## src/rtl/mac_ctrl_if.sv

```systemverilog
// Job request and SRAM/array control bundle between the core FSM side and mac_ctrl.
interface mac_ctrl_if #(
  parameter int addr_w = 11,
  parameter int len_w  = 11
);
  logic              start;
  logic [len_w-1:0]  len;
  logic [addr_w-1:0] w_base;
  logic [addr_w-1:0] x_base;
  logic              unsign_cfg;
  logic              ofifo_full;
  logic              rd_en;
  logic              rd_sel;
  logic [addr_w-1:0] rd_addr;
  logic [1:0]        inst;
  logic              unsign;
  logic              busy;
  logic              done;

  modport master (
    output start, len, w_base, x_base, unsign_cfg, ofifo_full,
    input  rd_en, rd_sel, rd_addr, inst, unsign, busy, done
  );

  modport slave (
    input  start, len, w_base, x_base, unsign_cfg, ofifo_full,
    output rd_en, rd_sel, rd_addr, inst, unsign, busy, done
  );
endinterface

```

## src/rtl/mac_ctrl.sv

```systemverilog
// Job sequencer for mac_array: weight load, activation execute, pipeline drain.
module mac_ctrl #(
  parameter int col    = 8,
  parameter int bw     = 4,
  parameter int pr     = 8,
  parameter int addr_w = 11,
  parameter int len_w  = 11,
  parameter int drain  = 10
) (
  input  logic     clk,
  input  logic     reset,
  mac_ctrl_if.slave bus
);
  // One shared counter walks k (LOAD), j (EXEC) and the drain count, so it
  // must be wide enough for whichever of the three is largest.
  localparam int CW_A = (len_w > $clog2(col + 1)) ? len_w : $clog2(col + 1);
  localparam int CW   = (CW_A > $clog2(drain + 1)) ? CW_A : $clog2(drain + 1);

  // Parameter legality: drain must outlast the array skew, widths must be real.
  if (drain < col + 2) begin : g_bad_drain
    $error("mac_ctrl: drain must be >= col+2");
  end
  if (bw < 1 || pr < 1) begin : g_bad_geom
    $error("mac_ctrl: bw and pr must be positive");
  end

  typedef enum logic [2:0] {IDLE, LOAD, EXEC, DRAIN, DONE} state_t;

  state_t            state, state_nxt;
  logic [CW-1:0]     cnt, cnt_nxt;
  logic [len_w-1:0]  len_r;
  logic [addr_w-1:0] w_base_r, x_base_r;
  logic              unsign_r;
  logic              capture;
  logic              rd_en, rd_sel;
  logic [addr_w-1:0] rd_addr;
  logic [1:0]        inst;

  // Next-state, counter and read-port decode; addresses wrap silently at addr_w.
  always_comb begin
    state_nxt = state;
    cnt_nxt   = cnt;
    capture   = 1'b0;
    rd_en     = 1'b0;
    rd_sel    = 1'b0;
    rd_addr   = '0;
    case (state)
      IDLE: begin
        if (bus.start) begin
          capture   = 1'b1;
          cnt_nxt   = '0;
          state_nxt = LOAD;
        end
      end
      LOAD: begin
        rd_en   = 1'b1;
        rd_addr = w_base_r + addr_w'(cnt);
        if (cnt == CW'(col - 1)) begin
          cnt_nxt   = '0;
          state_nxt = (len_r == '0) ? DRAIN : EXEC;
        end else begin
          cnt_nxt = cnt + CW'(1);
        end
      end
      EXEC: begin
        // Back-pressure holds j and suppresses the issue for this cycle.
        if (!bus.ofifo_full) begin
          rd_en   = 1'b1;
          rd_sel  = 1'b1;
          rd_addr = x_base_r + addr_w'(cnt);
          if (cnt + CW'(1) == CW'(len_r)) begin
            cnt_nxt   = '0;
            state_nxt = DRAIN;
          end else begin
            cnt_nxt = cnt + CW'(1);
          end
        end
      end
      DRAIN: begin
        if (cnt == CW'(drain - 1)) begin
          cnt_nxt   = '0;
          state_nxt = DONE;
        end else begin
          cnt_nxt = cnt + CW'(1);
        end
      end
      DONE:    state_nxt = IDLE;
      default: state_nxt = IDLE;
    endcase
  end

  // State and counter register.
  always_ff @(posedge clk) begin
    if (reset) begin
      state <= IDLE;
      cnt   <= '0;
    end else begin
      state <= state_nxt;
      cnt   <= cnt_nxt;
    end
  end

  // Job fields latch only on an accepted start, so a start while busy cannot disturb them.
  always_ff @(posedge clk) begin
    if (reset) begin
      len_r    <= '0;
      w_base_r <= '0;
      x_base_r <= '0;
      unsign_r <= 1'b0;
    end else if (capture) begin
      len_r    <= bus.len;
      w_base_r <= bus.w_base;
      x_base_r <= bus.x_base;
      unsign_r <= bus.unsign_cfg;
    end
  end

  // inst trails the read by one cycle to line up with SRAM data at the array.
  always_ff @(posedge clk) begin
    if (reset) inst <= 2'b00;
    else       inst <= {rd_en & rd_sel, rd_en & ~rd_sel};
  end

  assign bus.rd_en   = rd_en;
  assign bus.rd_sel  = rd_sel;
  assign bus.rd_addr = rd_addr;
  assign bus.inst    = inst;
  assign bus.unsign  = (state != IDLE) & unsign_r;
  assign bus.busy    = (state != IDLE);
  assign bus.done    = (state == DONE);
endmodule

```

## src/flat_wrapper.sv

```systemverilog
// flat-port wrapper written by rule: the top's interface ports become plain ports
module mac_ctrl_flat 
#(
  parameter int col    = 8,
  parameter int bw     = 4,
  parameter int pr     = 8,
  parameter int addr_w = 11,
  parameter int len_w  = 11,
  parameter int drain  = 10
)
  (clk, reset, bus_start, bus_len, bus_w_base, bus_x_base, bus_unsign_cfg, bus_ofifo_full, bus_rd_en, bus_rd_sel, bus_rd_addr, bus_inst, bus_unsign, bus_busy, bus_done);
  mac_ctrl_if #(.addr_w(addr_w), .len_w(len_w)) bus_i ();
  input  logic clk;
  input  logic reset;
  input wire logic [$bits(bus_i.start)-1:0] bus_start;
  input wire logic [$bits(bus_i.len)-1:0] bus_len;
  input wire logic [$bits(bus_i.w_base)-1:0] bus_w_base;
  input wire logic [$bits(bus_i.x_base)-1:0] bus_x_base;
  input wire logic [$bits(bus_i.unsign_cfg)-1:0] bus_unsign_cfg;
  input wire logic [$bits(bus_i.ofifo_full)-1:0] bus_ofifo_full;
  output wire logic [$bits(bus_i.rd_en)-1:0] bus_rd_en;
  output wire logic [$bits(bus_i.rd_sel)-1:0] bus_rd_sel;
  output wire logic [$bits(bus_i.rd_addr)-1:0] bus_rd_addr;
  output wire logic [$bits(bus_i.inst)-1:0] bus_inst;
  output wire logic [$bits(bus_i.unsign)-1:0] bus_unsign;
  output wire logic [$bits(bus_i.busy)-1:0] bus_busy;
  output wire logic [$bits(bus_i.done)-1:0] bus_done;
  assign bus_i.start = bus_start;
  assign bus_i.len = bus_len;
  assign bus_i.w_base = bus_w_base;
  assign bus_i.x_base = bus_x_base;
  assign bus_i.unsign_cfg = bus_unsign_cfg;
  assign bus_i.ofifo_full = bus_ofifo_full;
  assign bus_rd_en = bus_i.rd_en;
  assign bus_rd_sel = bus_i.rd_sel;
  assign bus_rd_addr = bus_i.rd_addr;
  assign bus_inst = bus_i.inst;
  assign bus_unsign = bus_i.unsign;
  assign bus_busy = bus_i.busy;
  assign bus_done = bus_i.done;
  mac_ctrl #(.col(col), .bw(bw), .pr(pr), .addr_w(addr_w), .len_w(len_w), .drain(drain)) u_core (.clk(clk), .reset(reset), .bus(bus_i));
endmodule
```

## config.mk

```make
export PLATFORM = sky130hd
export DESIGN_NAME = mac_ctrl_flat
export DESIGN_NICKNAME = d
export VERILOG_FILES = /design/src/rtl/mac_ctrl_if.sv /design/src/rtl/mac_ctrl.sv /design/src/flat_wrapper.sv
export SDC_FILE = /design/constraint.sdc
export NUM_CORES = 1
export LEC_CHECK = 0
export CAP_MARGIN = 25
export CORE_MARGIN = 4
export CORE_UTILIZATION = 57
export DETAILED_ROUTE_END_ITERATION = 16
export PLACE_DENSITY_LB_ADDON = 0.25
export SETUP_SLACK_MARGIN = 0.1
export SLEW_MARGIN = 20
export SYNTH_ARGS = -nofsm -noshare
export SYNTH_HDL_FRONTEND = slang
export SYNTH_SLANG_ARGS = --single-unit
```

## constraint.sdc

```tcl
create_clock -name clk -period 5.6 [get_ports clk]
set_clock_uncertainty 0.1 [all_clocks]
set_input_delay 0.84 -clock clk [delete_from_list [all_inputs] [get_ports clk]]
set_output_delay 0.84 -clock clk [all_outputs]
set_load 0.01 [all_outputs]
```

==> flow_metrics.env <==
export IMPL_run_status="complete, no violations"
export IMPL_hp_class="reg2reg"
export IMPL_drt_pass1_iterations=5
export IMPL_crit_start="u_core.cnt[0]"
export IMPL_cts_sinks=50
export IMPL_postCtsHoldBufs=0
export IMPL_grt_pass1_wl_um=14300
export IMPL_cts_tree="yes"
export IMPL_clk_path_buf_depth=2
export IMPL_cts_buffers=5
export IMPL_critical_path_arrival_ns=3.47
export IMPL_fmax_ghz=0.227
export IMPL_worstSetupPathType="reg2out"
export IMPL_gr_total_overflow=0
export IMPL_cap_violations=0
export IMPL_clock_latency_ns=0.31
export IMPL_setup_viol=0
export IMPL_fin_ws_ns=1.19
export IMPL_utilization_pct=72.2
export IMPL_h_tree_depth=2
export IMPL_leakagePower_uw=0.00162
export IMPL_synthCells=427
export IMPL_grt_pass1_vias=3089
export IMPL_worstMarginPinSlew_ns=0.843
export IMPL_clk_pin_slew_ns=0.09
export IMPL_dp_hpwl_um=6150
export IMPL_synth_area_um2=3310
export IMPL_synth_distinct_cells=54
export IMPL_syn_avg_cell_area_um2=7.75
export IMPL_die_w_um=84.2
export IMPL_worst_path_max_fanout=9
export IMPL_whs_path_depth=2
export IMPL_r2r_start="u_core.cnt[3]"
export IMPL_clockRootBuffer="clkbuf_8"
export IMPL_first_iter_violations=278
export IMPL_finalCritPeriodShare_pct=78.8
export IMPL_setup_tns_final_ns=0
export IMPL_synthArstFlopShare_pct=0
export IMPL_pin_count=56
export IMPL_crit_path_end_kind="primary output"
export IMPL_reg2reg_depth=7
export IMPL_rrSetupSlack_ns=2.64
export IMPL_layout_common_cells="95 x nand2_1, 55 x clkdlybuf4s50_1, 50 x dfxtp_1"
export IMPL_synth_warnings=0
export IMPL_num_nets_final=530
export IMPL_core_area_um2=5570
export IMPL_p_per_area_nw_per_um2=248
export IMPL_final_common_cell="nand2_1"
export IMPL_syn_num_nets=490
export IMPL_ir_drop_mv=0.159
export IMPL_start_kind="flop"
export IMPL_post_cts_buffers=0
export IMPL_seq_area_frac_synth_pct=30.2
export IMPL_vias=3132
export IMPL_n_antenna_cell=0
export IMPL_grt_total_usage_pct=24.7
export IMPL_final_antenna_net_count=0
export IMPL_nFillCells=448
export IMPL_die_y_um=84.2
export IMPL_wl_per_cell_um=16.1
export IMPL_rsz0062_at_grt="false"
export IMPL_syn2layout_area_growth_pct=21.5
export IMPL_start_util_pct=59.4
export IMPL_die_area_um2=7090
export IMPL_power_uw=998
export IMPL_required_ns=4.66
export IMPL_port_buffers=55
export IMPL_ys_ff_latch=50
export IMPL_hold_path_startpoint="u_core.unsign_r"
export IMPL_place_ws_ns=1.71
export IMPL_grt_max_degree=28
export IMPL_rows=27
export IMPL_slew_headroom_pct=43.6
export IMPL_gp_congestion=0.884
export IMPL_antenna_found_initial=0
export IMPL_ys_flop_type="dfxtp_1"
export IMPL_routed_via_density=5.80
export IMPL_cts_resized=0
export IMPL_synth_edf_count=0
export IMPL_finalWirelength_um=8710
export IMPL_drv_slew=0
export IMPL_hold_violations=0
export IMPL_drc=0
export IMPL_drive_gt1_share_pct=4.91
export IMPL_layout_min_cycle_time_ns=4.41
## where the power goes
group          leakage, µW  switching, µW  internal, µW  total, µW
logic              0.00114            131           124        255
registers         0.000409           45.0           382        427
clock network    0.0000714            126           191        316
total              0.00162            302           696        998
## worst max-delay path, cell delays in order (launching register included)
cell	delay [ns]
dfxtp_1	0.58
ha_1	0.25
inv_1	0.07
fa_1	0.47
nor2b_1	0.15
o21ai_0	0.12
nand2b_1	0.16
a311oi_1	0.14
o31ai_1	0.33
xnor2_1	0.14
o22ai_1	0.18
clkdlybuf4s50_1	0.58
## sequential cells by signal, summed over array words and instances (netlist names)
signal	cells
u_core.w_base_r	11
u_core.x_base_r	11
u_core.state	3
u_core.cnt	11
u_core.unsign_r	1
u_core.len_r	11
u_core.bus.inst	2
## synth_stat cells, types with 4 or more instances
master,n,area [µm²]
a311oi_1,5,43.8
nand3_1,6,30.0
buf_2,4,20.0
ha_1,23,288
nor3_1,5,25.0
o21ai_0,14,70.1
dfxtp_1,50,1000
and2_1,5,31.3
xor2_1,19,166
a21oi_1,45,225
a22oi_1,5,37.5
nor2b_1,5,31.3
nor2_1,24,90.1
clkbuf_1,16,60.1
inv_1,14,52.6
o22ai_1,11,68.8
nor4_1,6,37.5
xnor2_1,19,166
nand2b_1,5,31.3
nand2_1,95,357
## stage by stage
step / instance area [µm²] / hold WS [ns] / std cells
after CTS: 4020 / 0.357 / 540
after detailed placement: 3880 / 0.344 / 532
after floorplan: 3310 / 0.332 / 427
after global routing: 4020 / 0.382 / 540
final: 4020 / 0.353 / 540
after global placement: 3840 / 0.339 / 530
## worst paths after layout
| path | endpoint |
|---|---|
| min | u_core.unsign_r |
| max reg2reg | u_core.cnt[2] |
| max | bus_rd_addr[10] |
| min reg2reg | u_core.unsign_r |
## cell families after synthesis
kind of cell,synth area share (%)
simple gates,24.6
compound gates,19.7
flops,30.2
buf+inv,5.14
xor+xnor,10.1
fa+ha+maj,9.90
mux,0.302
## layout make-up
cell class / instances / area [µm²] / area share [%]
Timing Repair Buffer: 58 / 597 / 14.8
Inverter: 14 / 52.6 / 1.31
Clock buffer: 6 / 82.6 / 2.05
Multi-Input combinational cell: 338 / 2140 / 53.2
Tap cell: 72 / 90.1 / 2.24
Clock inverter: 2 / 60.1 / 1.49
Sequential cell: 50 / 1000 / 24.9
## metal layers
layer	track usage (%)	part of all wire (%)	routed length (µm)
met5	0	0	0
met4	9.50	2.7	236
met3	4.91	7.1	614
met2	39.4	44	3850
met1	33.0	46	4000
Power figures use the tool's default switching activity.
